<file path="src/rtl/st_ctrl_backend.sv">
// Store back-end controller for CRAM: walks the ID/attribute/shared/data token
// stream, strobes the store datapath and returns a release token upstream.
//
//   state  | meaning
//   INIT   | idle, waiting for I_Req on a data block
//   ID     | capturing NUM_IDS ID words
//   ATTRIB | capturing the attribute word
//   SHARED | capturing the shared-data word
//   STORE  | writing data words until release token or final address
//   RLS    | returning the release token upstream
module st_ctrl_backend #(
   parameter int NUM_IDS      = 3,
   parameter int WIDTH_LENGTH = 12
) (
   input  logic                    clock,
   input  logic                    reset,
   input  logic                    I_Req,
   input  logic                    I_Valid,
   input  logic                    I_Stall,
   input  logic                    is_Data_Block,
   input  logic                    is_With_IDs,
   input  logic                    is_Shared,
   input  logic                    is_Rls,
   input  logic                    is_End_Store,
   output logic                    O_Store_IDs,
   output logic                    O_Set_Attrib,
   output logic                    O_Set_Shared,
   output logic                    O_Store,
   output logic                    O_First_Store,
   output logic                    O_Tail_Store,
   output logic                    O_Send_Rls,
   output logic [WIDTH_LENGTH-1:0] O_Length,
   output logic                    O_Busy
);

   localparam int IDW = (NUM_IDS > 1) ? $clog2(NUM_IDS) : 1;
   localparam logic [IDW-1:0]          ID_LAST = IDW'(NUM_IDS - 1);
   localparam logic [IDW-1:0]          ID_ONE  = IDW'(1);
   localparam logic [WIDTH_LENGTH-1:0] LEN_ONE = WIDTH_LENGTH'(1);

   typedef enum logic [2:0] {
      S_INIT   = 3'd0,
      S_ID     = 3'd1,
      S_ATTRIB = 3'd2,
      S_SHARED = 3'd3,
      S_STORE  = 3'd4,
      S_RLS    = 3'd5
   } state_t;

   state_t                  state_q, state_d;
   logic [IDW-1:0]          id_cnt_q, id_cnt_d;
   logic [WIDTH_LENGTH-1:0] len_q, len_d;
   logic                    first_q, first_d;
   logic                    acc;

   assign acc = I_Valid & ~I_Stall;

   always_ff @(posedge clock or negedge reset) begin
      if (!reset) begin
         state_q  <= S_INIT;
         id_cnt_q <= '0;
         len_q    <= '0;
         first_q  <= 1'b0;
      end else begin
         state_q  <= state_d;
         id_cnt_q <= id_cnt_d;
         len_q    <= len_d;
         first_q  <= first_d;
      end
   end

   always_comb begin
      state_d       = state_q;
      id_cnt_d      = id_cnt_q;
      len_d         = len_q;
      first_d       = first_q;
      O_Store_IDs   = 1'b0;
      O_Set_Attrib  = 1'b0;
      O_Set_Shared  = 1'b0;
      O_Store       = 1'b0;
      O_First_Store = 1'b0;
      O_Tail_Store  = 1'b0;
      O_Send_Rls    = 1'b0;
      case (state_q)
         S_INIT: begin
            if (I_Req) begin
               len_d = '0;
               if (is_Data_Block) state_d = is_With_IDs ? S_ID : S_ATTRIB;
            end
         end
         S_ID: begin
            if (acc) begin
               if (is_Rls) begin
                  id_cnt_d = '0;
                  state_d  = S_RLS;
               end else begin
                  O_Store_IDs = 1'b1;
                  if (id_cnt_q == ID_LAST) begin
                     id_cnt_d = '0;
                     state_d  = S_ATTRIB;
                  end else begin
                     id_cnt_d = id_cnt_q + ID_ONE;
                  end
               end
            end
         end
         S_ATTRIB: begin
            if (acc) begin
               if (is_Rls) begin
                  state_d = S_RLS;
               end else begin
                  O_Set_Attrib = 1'b1;
                  if (is_Shared) begin
                     state_d = S_SHARED;
                  end else begin
                     first_d = 1'b1;
                     state_d = S_STORE;
                  end
               end
            end
         end
         S_SHARED: begin
            if (acc) begin
               if (is_Rls) begin
                  state_d = S_RLS;
               end else begin
                  O_Set_Shared = 1'b1;
                  first_d      = 1'b1;
                  state_d      = S_STORE;
               end
            end
         end
         S_STORE: begin
            // The release token only ends the block; it is never written.
            if (acc && !is_Rls) begin
               O_Store       = 1'b1;
               O_First_Store = first_q;
               O_Tail_Store  = is_End_Store;
               first_d       = 1'b0;
               if (len_q != '1) len_d = len_q + LEN_ONE;
               if (is_End_Store) state_d = S_RLS;
            end else if (acc && is_Rls) begin
               state_d = S_RLS;
            end
         end
         S_RLS: begin
            O_Send_Rls = ~I_Stall;
            if (!I_Stall) state_d = S_INIT;
         end
         default: state_d = S_INIT;
      endcase
   end

   assign O_Length = len_q;
   assign O_Busy   = (state_q != S_INIT);

endmodule

</file>
<file path="config.mk">
export PLATFORM = sky130hd
export DESIGN_NAME = st_ctrl_backend
export DESIGN_NICKNAME = d
export VERILOG_FILES = /design/src/rtl/st_ctrl_backend.sv
export SDC_FILE = /design/constraint.sdc
export NUM_CORES = 1
export LEC_CHECK = 0
export CELL_PAD_IN_SITES_DETAIL_PLACEMENT = 1
export CELL_PAD_IN_SITES_GLOBAL_PLACEMENT = 2
export CORE_MARGIN = 1.5
export CORE_UTILIZATION = 39
export CTS_CLUSTER_SIZE = 16
export DETAILED_ROUTE_END_ITERATION = 8
export DONT_BUFFER_PORTS = 1
export PLACE_DENSITY_LB_ADDON = 0.1
export SYNTH_ARGS = -nofsm -noshare
export SYNTH_HDL_FRONTEND = slang
export SYNTH_SLANG_ARGS = --single-unit
</file>
<file path="constraint.sdc">
create_clock -name clock -period 3.6 [get_ports clock]
set_clock_uncertainty 0.1 [all_clocks]
set_input_delay 0.72 -clock clock [delete_from_list [all_inputs] [get_ports clock]]
set_output_delay 0.72 -clock clock [all_outputs]
set_load 0.02 [all_outputs]
</file>
Word-level counts from Yosys, hierarchy flattened
Index checks and enable logic that the tools add are counted.

storage, ports and cells
  memories kept = 0
  input bits = 10
  ROM bits = 0
  word-level logic and storage cells = 81
  output and inout bits = 20
  RAM bits = 0
  latch bits = 0
  bits in registers = 18

cells by class
  shifts and indexed selects = 0
  multipliers = 0
  multiplexer cells = 41
  $lt $le $gt $ge = 0
  equality and inequality tests = 21
  divide/modulo/power cells = 0
  reduce and logical (&&, ||, !) cells = 11
  bitwise gates (word level) = 2
  $add $sub $neg = 2

operators with widths
  cell                                                  count
  2-to-1 mux 3 bit                                      13
  2-to-1 mux 12 bit                                     3
  case mux 12 bit (2 select lines)                      1
  != test 2 bit (second input constant)                 11
  2-to-1 mux 1 bit                                      19
  case mux 3 bit (6 select lines)                       1
  adder 12 x 1 -> 12 bit (second input constant)        1
  != test 12 bit (second input constant)                1
  != test 3 bit (second input constant)                 3
  AND reduction 9 bit                                   1
  AND reduction 7 bit                                   1
  equality test 3 x 2 -> 1 bit (second input constant)  2
  equality test 3 bit (second input constant)           2
  2-to-1 mux 2 bit                                      3
  nonzero test 3 bit                                    2
  AND reduction 4 bit                                   1
  equality test 3 x 1 -> 1 bit (second input constant)  1
  zero test 3 bit                                       1
  case mux 1 bit (3 select lines)                       1
  adder 2 x 1 -> 2 bit (second input constant)          1
  equality test 2 bit (second input constant)           1
  logical AND 1 bit                                     2
  AND reduction 2 bit                                   1
  nonzero test 2 bit                                    1
  3 further kinds                                       3

Depth between registers and ports, before layout
Gate-level depths: netlist of run 1.

  depth in word-level cells = 6
  depth in mapped cells = 6
  gate-level depth less buffers = 5

Worst setup path after synthesis of run 1
Ideal clock, no wire load.

  kind = input-to-output
  start = input port is_Rls
  end = output port O_First_Store
  stages = 4
  slack = 1165 ps
  data required time = 2780 ps
  arrival = 1615 ps
  path buffers = 1
  path through = buf_2 nor3b_2 nand2_1 nor2_1

between the ends
  longest elaborated chain between the ends = 4

ends and longest elaborated chain
  item                RTL line  source
  start: declaration  23        input logic is_Rls,
  zero test 1 bit     135       if (acc && !is_Rls) begin
  logical AND 1 bit   135
  2-to-1 mux 1 bit    135
  2-to-1 mux 1 bit    84        case (state_q)
  end: declaration    29        output logic O_First_Store,

No other way between the ends.

Final worst setup path of run 1
  start = register state_q[2]
  end = output port O_First_Store

between the ends
  longest elaborated chain between the ends = 2

ends and longest elaborated chain
  item                      RTL line  source
  start: declaration        50        state_t state_q, state_d;
  start signal: assignment  65        state_q <= state_d;
  equality test 3 bit       84
  2-to-1 mux 1 bit          84

No other way between the ends.

==> results of run 1 <==
## worst max-delay path by stage
stage / from / slack (ps) / end / cells past startpoint
after global routing: state_q[2]$_DFFE_PN0P_ / 670 / O_First_Store / 3
after global placement: I_Stall / 1150 / O_Set_Attrib / 2
after floorplan: is_Rls / 1170 / O_First_Store / 4
after CTS: state_q[2]$_DFFE_PN0P_ / 830 / O_First_Store / 3
after detailed placement: I_Stall / 1140 / O_Set_Shared / 2
final: state_q[2]$_DFFE_PN0P_ / 850 / O_First_Store / 3
## flip-flops by register name, summed over array words and instances, names as in the netlist
signal	flops
id_cnt_q	2
state_q	3
first_q	1
O_Length	12
## what timing repair did
item                      CTS  global route
hold buffers                1             0
hold endpoints to repair   18             0
resized for setup           0             0
## area by class of cell
type | instances | area [sq um]
multi-input combinational | 105 | 708
inverter | 7 | 26.3
sequential | 18 | 450
timing repair buffer | 3 | 25.0
tap | 33 | 41.3
fill | 369 | 1720
clock buffer | 4 | 36.3
## cell families (layout without fill, tap and decap cells)
family	after synthesis	in the layout	share of synthesized area, %
flip-flops	18	18	36.8
buffers and inverters	15	14	5.22
AO/OA/AOI/OAI	38	38	21.1
adder cells (fa/ha/maj)	1	1	1.02
multiplexers	6	6	5.12
AND/OR/NAND/NOR	60	60	30.7
## worst reg2reg max path: stages (launching register included)
cell and delay, ps:
dfrtp_1 660, nor3b_2 460, a21oi_2 290, or4_1 580, a21oi_1 160
## stage by stage
| step | cells | hold slack [ps] | cell area, sq um | power (mW) |
|---|---|---|---|---|
| after floorplan | 138 | 324 | 1220 | 0.512 |
| after global placement | 165 | 325 | 1240 | 0.559 |
| after detailed placement | 165 | 325 | 1240 | 0.567 |
| after CTS | 170 | 432 | 1290 | 0.700 |
| after global routing | 170 | 474 | 1290 | 0.743 |
| final | 170 | 426 | 1290 | 0.687 |
## layout by cell type (no fill, tap or decap), types with 4 or more instances in the layout
master,n
o21ai_0,8
dfrtp_1,18
or4_1,8
inv_1,7
nand3_1,7
nand2b_1,4
o31ai_1,6
mux2i_1,4
nor2_1,6
a21oi_1,8
nand2_1,9
nor4_1,4
## cells in the mapped netlist, types with 2 or more instances
cell,instances
mux2i_1,4
nor3_1,2
nand3_1,7
or4_1,8
clkbuf_1,4
inv_1,7
or3_1,3
o31ai_1,6
nor3b_2,2
a21oi_1,8
o21ai_0,8
buf_2,3
and3_1,3
nand2b_1,4
nand2_1,9
a211o_1,2
nor2_1,6
dfrtp_1,18
mux2_2,2
nor4_1,4
or2_2,3
## layer usage
layer	vias up	GRT usage, %
met5	-	0
met4	0	6.82
met3	2	3.93
met2	23	34.3
met1	536	24.8
li1	524	-
## power by group through the flow
stage / clock network [mW] / logic (mW) / registers [mW]
6_report: 0.123 / 0.245 / 0.319
4_1_cts: 0.132 / 0.249 / 0.319
2_1_floorplan: 0 / 0.237 / 0.275
3_3_place_gp: 0 / 0.240 / 0.318
3_5_place_dp: 0 / 0.243 / 0.324
5_1_grt: 0.140 / 0.274 / 0.328
==> results.yml, run 1 <==
critical_path:
  reg2reg_from: "state_q[2]$_DFFE_PN0P_"
  timing.critical_path.arrival_ps: 1930
  cpPeakStageDelay_ps: 660
  timing.reg2reg.worst_path_depth: 4
  data_required_time_of_the_worst_path_ps: 2780
  worstPathBufferInverterCount: 0
  worst_path_dominant_cell_family: "simple AND/OR/NAND/NOR gates"
  cp-start-kind: "register"
  crit-reg2reg-capture: "O_Length[4]$_DFFE_PN0P_"
  critical_path_class: "reg -> out"
  critPathSlowestCell: "dfrtp_1"
  cp-end-kind: "output pin"
  r2r_setup_slack_ps: 1300
  critical_path_peak_fanout: 19
  cp_cell_sequence: "nor3b_2 > nand2_1 > nor2_1"
hold_path:
  worst_hold_startpoint: "first_q$_DFFE_PN0P_"
  hold_path_end: "first_q$_DFFE_PN0P_"
  timing.hold.worst.class: "reg -> reg"
  hold-path-cell-count: 1
placement:
  routability_driven_placement_congestion_ratio: 0.759
  portBuffers: 0
  place_ws_ps: 1140
  dp_hpwl_um: 2400
timing:
  tightestPinTransition_ps: 942
  setup-violations-final: 0
  highest_attainable_clock_frequency_mhz: 363
  report.final.hold_viol_count: 0
  final-max-slew-violation-count: 0
  final.setup.tns_ps: 0
  slew_headroom_pct: 36.3
  finalWorstSetupSlack_ps: 846
  grt_setup_unrepaired: "no"
  timing.final.crit_period_ps: 2750
  post-route-period-util_pct: 76.5
flow_run:
  drv_cap: 0
pwr:
  power_per_cell_area_nw_per_um2: 534
  swShare_pct: 41.8
  cell_internal_pwr_mw: 0.400
  switchingPower_mw: 0.287
  sequentialPowerShare_pct: 46.4
  ir_drop_v: 0.000286
  p_leak_nw: 0.507
  pwr-share-clk_pct: 18.0
  comb_power_share_pct: 35.7
drt:
  post-route-drc-count: 0
  antenna_violating_nets_post_route: 0
  initialDrtViolationCount: 14
  detailroute.wirelength.met2_um: 1580
  met3_wirelength_um: 158
  wl_met1_um: 1380
  routedWlPerCell_um: 18.4
  route.vias.total: 1085
  detailedRoute.firstPassIterationCount: 3
  top_layer: "met4"
  viasPerCell: 6.38
  finalWirelength_um: 3140
yosys:
  ys_top_cells_by_area: "dfrtp_1, or4_1, o31ai_1, a21oi_1, mux2i_1"
  synth_largest_type_area_fraction_pct: 36.8
  synthesis.area_sq_um: 1220
  ys_dominant_reg_cell: "dfrtp_1"
  ys_warn_count: 0
  yosys_register_bits: 18
  yosysUniqueCellTypes: 46
  syn-mean-instance-area_sq_um: 8.86
  synthesis.nets: 149
  synthDominantAreaCellType: "dfrtp_1"
  netlist_instances: 138
  register_area_share_after_synthesis_pct: 36.8
  synth_async_sr_flop_share_pct: 100
  synth_enable_flop_cells: 0
clock_network:
  clock-root-buffer: "clkbuf_4"
  clock_sinks: 18
  number_of_buffers_between_clock_root_and_the_deepest_sink: 2
  clk_latency_ps: 290
  clkTransAtPathRegs_ps: 100
  numCtsBuffers: 3
  htree_num_levels: 1
  tritoncts: "built"
  cts.repair_timing.setup_buffer_count: 0
floorplan:
  count_of_pins_on_the_block_boundary: 30
  fp.dieArea_sq_um: 3480
  die_height_um: 59.0
  initial_core_util_pct: 40.7
  die_w_um: 59.0
  core_area_sq_um: 3000
  std_cell_rows: 20
final_layout:
  drive_above_1_share_pct: 13.1
  syn2layout_area_growth_pct: 5.32
  final_net_count: 149
  n_antenna_cell: 0
  finish.utilization_pct: 42.9
global_route:
  antenna_found_initial: 0
  maximum_number_of_pins_on_one_net_before_global_route_repair: 20
  globalRoute.totalOverflow: 0
  grt_use_total_pct: 19.9
  global_route_wire_length_before_repair_um: 5330
  first_global_vias: 1161
status:
  run_status: "finished, final reports clean"
Note: power is estimated with default switching activity, not from simulation.
==> run 2: changes to the inputs <==
--- a/config.mk
+++ b/config.mk
@@ -5,10 +5,11 @@
 export SDC_FILE = /design/constraint.sdc
 export NUM_CORES = 1
 export LEC_CHECK = 0
+export ABC_AREA = 1
 export CELL_PAD_IN_SITES_DETAIL_PLACEMENT = 1
 export CELL_PAD_IN_SITES_GLOBAL_PLACEMENT = 2
 export CORE_MARGIN = 1.5
-export CORE_UTILIZATION = 39
+export CORE_UTILIZATION = 33
 export CTS_CLUSTER_SIZE = 16
 export DETAILED_ROUTE_END_ITERATION = 8
 export DONT_BUFFER_PORTS = 1
==> constraint.sdc (replaced) <==
create_clock -name clock -period 2.9 [get_ports clock]
set_clock_uncertainty 0.1 [all_clocks]
set_input_delay 0.58 -clock clock [delete_from_list [all_inputs] [get_ports clock]]
set_output_delay 0.58 -clock clock [all_outputs]
set_load 0.02 [all_outputs]
==> run 2 against run 1 <==
Compared with the run above:
- first-iteration DRC count grew to 3.6 times the previous value
- utilization shrank 4.9 points
- global-route usage decreased by 1.4 points
- sequential power increased by 18%
- synthesized cell count up 49%
- via count grew 18%
- final cell count increased by 51%
- critical path depth rose by 2
- setup slack got worse by 280 ps
- die area grew 27%
==> results.yml, run 2 <==
status:
  run_status: "finished, final reports clean"
timing:
  timing.final.crit_period_ps: 2330
  slew_headroom_pct: 40.6
  tightestPinTransition_ps: 889
  highest_attainable_clock_frequency_mhz: 429
  final.setup.tns_ps: 0
  grt_setup_unrepaired: "no"
  final-max-slew-violation-count: 0
  setup-violations-final: 0
  report.final.hold_viol_count: 0
  post-route-period-util_pct: 80.5
  holdWs_ps: 392
drt:
  antenna_violating_nets_post_route: 0
  finalWirelength_um: 3780
  route.vias.total: 1283
  routedWlPerCell_um: 14.7
  post-route-drc-count: 0
  detailedRoute.firstPassIterationCount: 4
  initialDrtViolationCount: 50
  viasPerCell: 4.99
yosys:
  synth_largest_type_area_fraction_pct: 33.8
  ys_warn_count: 0
  syn-mean-instance-area_sq_um: 6.46
  register_area_share_after_synthesis_pct: 33.8
  yosysUniqueCellTypes: 27
  synthesis.area_sq_um: 1330
  ys_top_cells_by_area: "dfrtp_1, nand2_1, nor2_1, nand3_1, inv_1"
  synthDominantAreaCellType: "dfrtp_1"
  ys_dominant_reg_cell: "dfrtp_1"
  netlist_instances: 206
  yosys_register_bits: 18
  synth.most_common_cell: "nand2_1"
  synth_async_sr_flop_share_pct: 100
  synthesis.nets: 217
  synth_enable_flop_cells: 0
  yosys-top-cells-count: "nand2_1, nor2_1, inv_1"
critical_path:
  critPathSlowestCell: "dfrtp_1"
  reg2reg_from: "O_Length[0]$_DFFE_PN0P_"
  timing.critical_path.arrival_ps: 1650
  cpPeakStageDelay_ps: 540
  cp-start-kind: "register"
  worst_path_dominant_cell_family: "simple AND/OR/NAND/NOR gates"
  data_required_time_of_the_worst_path_ps: 2220
  critical_path_class: "reg -> out"
  critical_path_peak_fanout: 13
  cp_cell_sequence: "nor2_8 > nand2_4 > inv_4 > nand2_2 > nor2_1"
  setup.worst_path.start: "state_q[0]$_DFFE_PN0P_"
  cp-end-kind: "output pin"
  worstPathBufferInverterCount: 1
global_route:
  antenna_found_initial: 1
  grt_use_total_pct: 18.5
  grt_met3_usage_pct: 4.22
  globalRoute.totalOverflow: 0
  first_global_vias: 1292
  grt_busiest_layer: "met1"
  global_route_wire_length_before_repair_um: 6220
  grt_use_met1_pct: 27.3
  globalRouteMet2Util_pct: 26.8
  maximum_number_of_pins_on_one_net_before_global_route_repair: 21
clock_network:
  numCtsBuffers: 3
  number_of_buffers_between_clock_root_and_the_deepest_sink: 2
  clock_sinks: 18
  clock-root-buffer: "clkbuf_8"
  clk_latency_ps: 250
  htree_num_levels: 1
  clkTransAtPathRegs_ps: 70
  cts.repair_timing.setup_buffer_count: 0
  tritoncts: "built"
placement:
  routability_driven_placement_congestion_ratio: 0.881
  dp_hpwl_um: 2960
  placed_cells: 251
  placed_area_sq_um: 1370
  portBuffers: 0
floorplan:
  fp.dieArea_sq_um: 4420
  initial_core_util_pct: 35.3
  std_cell_rows: 22
  die_height_um: 66.5
  count_of_pins_on_the_block_boundary: 30
  die_w_um: 66.5
  core_area_sq_um: 3770
final_layout:
  layout.cells.most_common_list: "nand2_1, nor2_1, inv_1"
  multi_input_area_sq_um: 737
  drive_above_1_share_pct: 10.6
  syn2layout_area_growth_pct: 7.71
  final_net_count: 220
  layout_commonest_cell: "nand2_1"
  seqCellArea_sq_um: 450
  layout.cell_area.non_filler_sq_um: 1430
  layoutNonFillerInstCount: 257
  fillerInstances: 519
  largest_register_ff_count: 12
pwr:
  power_mw: 1.02
  ir_drop_v: 0.000283
  power_per_cell_area_nw_per_um2: 712
  p_leak_nw: 0.682
hold_path:
  worst_hold_startpoint: "id_cnt_q[1]$_DFFE_PN0P_"
  timing.hold.worst.class: "reg -> reg"
flow_run:
  drv_cap: 0
run 2: tightest hold or removal path, delay by kind of cell (launching register included):
family / cells / cell delay [ps]
flip-flops: 1 / 350
AND/OR/NAND/NOR: 2 / 120
run 2: cell type report:
type	instances	area share, %
clock buffer	4	3.84
inverter	27	7.24
tap	48	4.19
multi-input combinational	156	51.4
antenna	1	0.175
timing repair buffer	3	1.75
sequential	18	31.4
run 2: through the flow:
stage	setup WS, ps	util [%]
final	567	38.0
after global routing	443	38.0
after CTS	552	38.0
after detailed placement	843	36.2
after global placement	879	36.2
after floorplan	781	-
run 2: path summary, 6_finish.rpt:
kind / depth (start not counted) / to / slack (ps)
max reg2reg: 9 / O_Length[9]$_DFFE_PN0P_ / 890
min reg2reg: 2 / id_cnt_q[1]$_DFFE_PN0P_ / 390
min: 2 / id_cnt_q[1]$_DFFE_PN0P_ / 390
max in group asynchronous: 1 / id_cnt_q[0]$_DFFE_PN0P_ / 1360
max: 5 / O_First_Store / 570
min in group asynchronous: 1 / O_Length[9]$_DFFE_PN0P_ / 790
run 2: timing repair:
item	in CTS	in global routing
resized for setup	0	0
endpoints found under the hold margin	18	0
hold buffers	1	0
run 2: where the power goes:
group | total, mW | switching [mW] | leakage, nW | internal [mW]
logic | 0.435 | 0.308 | 0.410 | 0.128
clock network | 0.208 | 0.0872 | 0.0288 | 0.121
registers | 0.378 | 0.0842 | 0.243 | 0.293
total | 1.02 | 0.479 | 0.682 | 0.542
run 2: layer usage:
layer | vias up | share of wire (%)
met2 | 21 | 43
met5 | - | 0
met3 | 2 | 4.5
met4 | 0 | 0.50
li1 | 653 | -
met1 | 607 | 52
run 2: logic make-up (layout without fill, tap and decap cells):
group / after synthesis / in the layout / share of synthesized area (%)
simple gates: 134 / 134 / 45.5
buf+inv: 32 / 34 / 10.8
compound gates: 20 / 20 / 8.27
flops: 18 / 18 / 33.8
fa+ha+maj: 1 / 1 / 0.940
xor+xnor: 1 / 1 / 0.658
other cells: 0 / 1 / 0
==> run 3: changes to the inputs <==
--- a/config.mk
+++ b/config.mk
@@ -5,7 +5,7 @@
 export SDC_FILE = /design/constraint.sdc
 export NUM_CORES = 1
 export LEC_CHECK = 0
-export ABC_AREA = 1
+export ABC_AREA = 0
 export CELL_PAD_IN_SITES_DETAIL_PLACEMENT = 1
 export CELL_PAD_IN_SITES_GLOBAL_PLACEMENT = 2
 export CORE_MARGIN = 1.5
==> constraint.sdc (replaced) <==
create_clock -name clock -period 2.1 [get_ports clock]
set_clock_uncertainty 0.1 [all_clocks]
set_input_delay 0.42 -clock clock [delete_from_list [all_inputs] [get_ports clock]]
set_output_delay 0.42 -clock clock [all_outputs]
set_load 0.02 [all_outputs]
==> run 3 against run 2 <==
Compared with the run above:
- clock-buffer cell count unchanged
- clock power increased by 41%
- combinational power up 38%
- setup slack lost 500 ps
- non-clock buffer count grew 21
- sequential cell count did not move
- highest routed layer unchanged
- utilization is 5.7 points higher
- critical path depth shrank 1
==> results.yml, run 3 (synthesis gave the netlist of run 1 again) <==
placement:
  dp_hpwl_um: 2710
  routability_driven_placement_congestion_ratio: 0.797
  placed_area_sq_um: 1420
  placed_cells: 199
  portBuffers: 0
timing:
  slew_headroom_pct: 40.8
  holdWs_ps: 300
  timing.final.crit_period_ps: 2040
  final-max-slew-violation-count: 0
  highest_attainable_clock_frequency_mhz: 491
  setup-violations-final: 0
  post-route-period-util_pct: 96.9
  tightestPinTransition_ps: 885
  report.final.hold_viol_count: 0
  grt_setup_unrepaired: "yes"
pwr:
  comb_power_share_pct: 43.7
  ir_drop_v: 0.000510
  pwr-share-clk_pct: 21.4
  power_per_cell_area_nw_per_um2: 912
  sequentialPowerShare_pct: 34.8
  p_leak_nw: 0.629
  swShare_pct: 40.1
  switchingPower_mw: 0.550
  cell_internal_pwr_mw: 0.822
  power_mw: 1.37
critical_path:
  setup.worst_path.start: "state_q[0]$_DFFE_PN0P_"
  critical_path_class: "reg -> out"
  data_required_time_of_the_worst_path_ps: 1580
  critPathSlowestCell: "dfrtp_1"
  worst_path_most_repeated_cell: "buf_4"
  critical_path_peak_fanout: 12
  r2r_setup_slack_ps: 180
  critPathCapture: "O_Send_Rls"
  cp-start-kind: "register"
  cp_cell_sequence: "buf_4 > inv_1 > nor4b_1 > buf_4"
  crit-reg2reg-capture: "O_Length[7]$_DFFE_PN0P_"
  timing.reg2reg.worst_path_depth: 6
  cpPeakStageDelay_ps: 420
  cp-end-kind: "output pin"
  reg2reg_from: "O_Length[0]$_DFFE_PN0P_"
  timing.critical_path.arrival_ps: 1520
drt:
  detailedRoute.firstPassIterationCount: 4
  antenna_violating_nets_post_route: 0
  detailroute.wirelength.met2_um: 1880
  wl_met1_um: 1510
  routedWlPerCell_um: 17.7
  route.vias.total: 1163
  viasPerCell: 5.70
  post-route-drc-count: 0
  met3_wirelength_um: 201
  finalWirelength_um: 3610
  initialDrtViolationCount: 37
  top_layer: "met4"
global_route:
  first_global_vias: 1223
  global_route_wire_length_before_repair_um: 6000
  globalRoute.totalOverflow: 0
  antenna_found_initial: 0
  maximum_number_of_pins_on_one_net_before_global_route_repair: 19
  grt_use_total_pct: 18.8
floorplan:
  std_cell_rows: 21
  die_height_um: 63.9
  die_w_um: 63.9
  core_area_sq_um: 3440
  fp.dieArea_sq_um: 4080
  count_of_pins_on_the_block_boundary: 30
  initial_core_util_pct: 35.5
clock_network:
  clkTransAtPathRegs_ps: 80
  number_of_buffers_between_clock_root_and_the_deepest_sink: 2
  numCtsBuffers: 3
  clock-root-buffer: "clkbuf_8"
  clk_latency_ps: 250
  clock_sinks: 18
  htree_num_levels: 1
  cts.repair_timing.setup_buffer_count: 0
  tritoncts: "built"
final_layout:
  n_antenna_cell: 0
  layout.cell_area.non_filler_sq_um: 1500
  layout.cells.most_common_list: "buf_4, dfrtp_1, nand2_1"
  largest_register_ff_count: 12
  drive_above_1_share_pct: 28.5
  finish.utilization_pct: 43.7
  layout_commonest_cell: "buf_4"
  layoutNonFillerInstCount: 204
  syn2layout_area_growth_pct: 23.0
  final_net_count: 170
flow_run:
  drv_cap: 0
status:
  run_status: "finished, final reports clean"
hold_path:
  timing.hold.worst.class: "in -> reg"
-- run 3: timing repair --
item | in CTS | in global routing
endpoints found under the hold margin | 18 | 0
resized for setup | 2 | 4
hold buffers | 1 | 0
setup endpoints to repair | 2 | 5
-- run 3: worst min-delay path by stage --
stage / cells past startpoint / to / slack [ps] / from
finish: 2 / state_q[1]$_DFFE_PN0P_ / 300 / I_Stall
global route: 2 / first_q$_DFFE_PN0P_ / 310 / is_Shared
CTS: 2 / state_q[1]$_DFFE_PN0P_ / 290 / I_Stall
detailed placement: 0 / O_Length[4]$_DFFE_PN0P_ / 20 / reset
global placement: 0 / O_Length[4]$_DFFE_PN0P_ / 20 / reset
floorplan: 0 / O_Length[0]$_DFFE_PN0P_ / 20 / reset
-- run 3: power groups by stage --
stage	sequential, mW	combinational, mW	clock [mW]
2_1_floorplan	0.472	0.406	0
3_3_place_gp	0.473	0.565	0
3_5_place_dp	0.482	0.579	0
4_1_cts	0.476	0.594	0.300
5_1_grt	0.486	0.666	0.318
6_report	0.478	0.600	0.294
-- run 3: cell type report --
cell class,instances,area [sq um]
inverters,7,26.3
well taps,46,57.6
clock buffers,4,55.1
flip-flops and latches,18,452
repair buffers,24,183
multi-input cells,105,731
fillers,417,1940
-- run 3: through the flow --
| stage | setup TNS (ps) | worst slack, ps |
|---|---|---|
| after global routing | -30.6 | -30.6 |
| final | 0 | 64.8 |
| after global placement | 0 | 211 |
| after detailed placement | 0 | 162 |
| after CTS | 0 | 3.08 |
| after floorplan | 0 | 30.3 |
-- run 3: metal layers --
| layer | track usage, % | up-vias |
|---|---|---|
| met4 | 2.45 | 0 |
| met3 | 5.46 | 2 |
| met2 | 35.3 | 25 |
| met1 | 21.2 | 572 |
| li1 | - | 564 |
| met5 | 0 | - |
-- run 3: worst max-delay path, delay by kind of cell, from the launching register on --
kind / cells / cell delay [ps]
buf+inv: 3 / 510
flops: 1 / 420
simple gates: 1 / 330
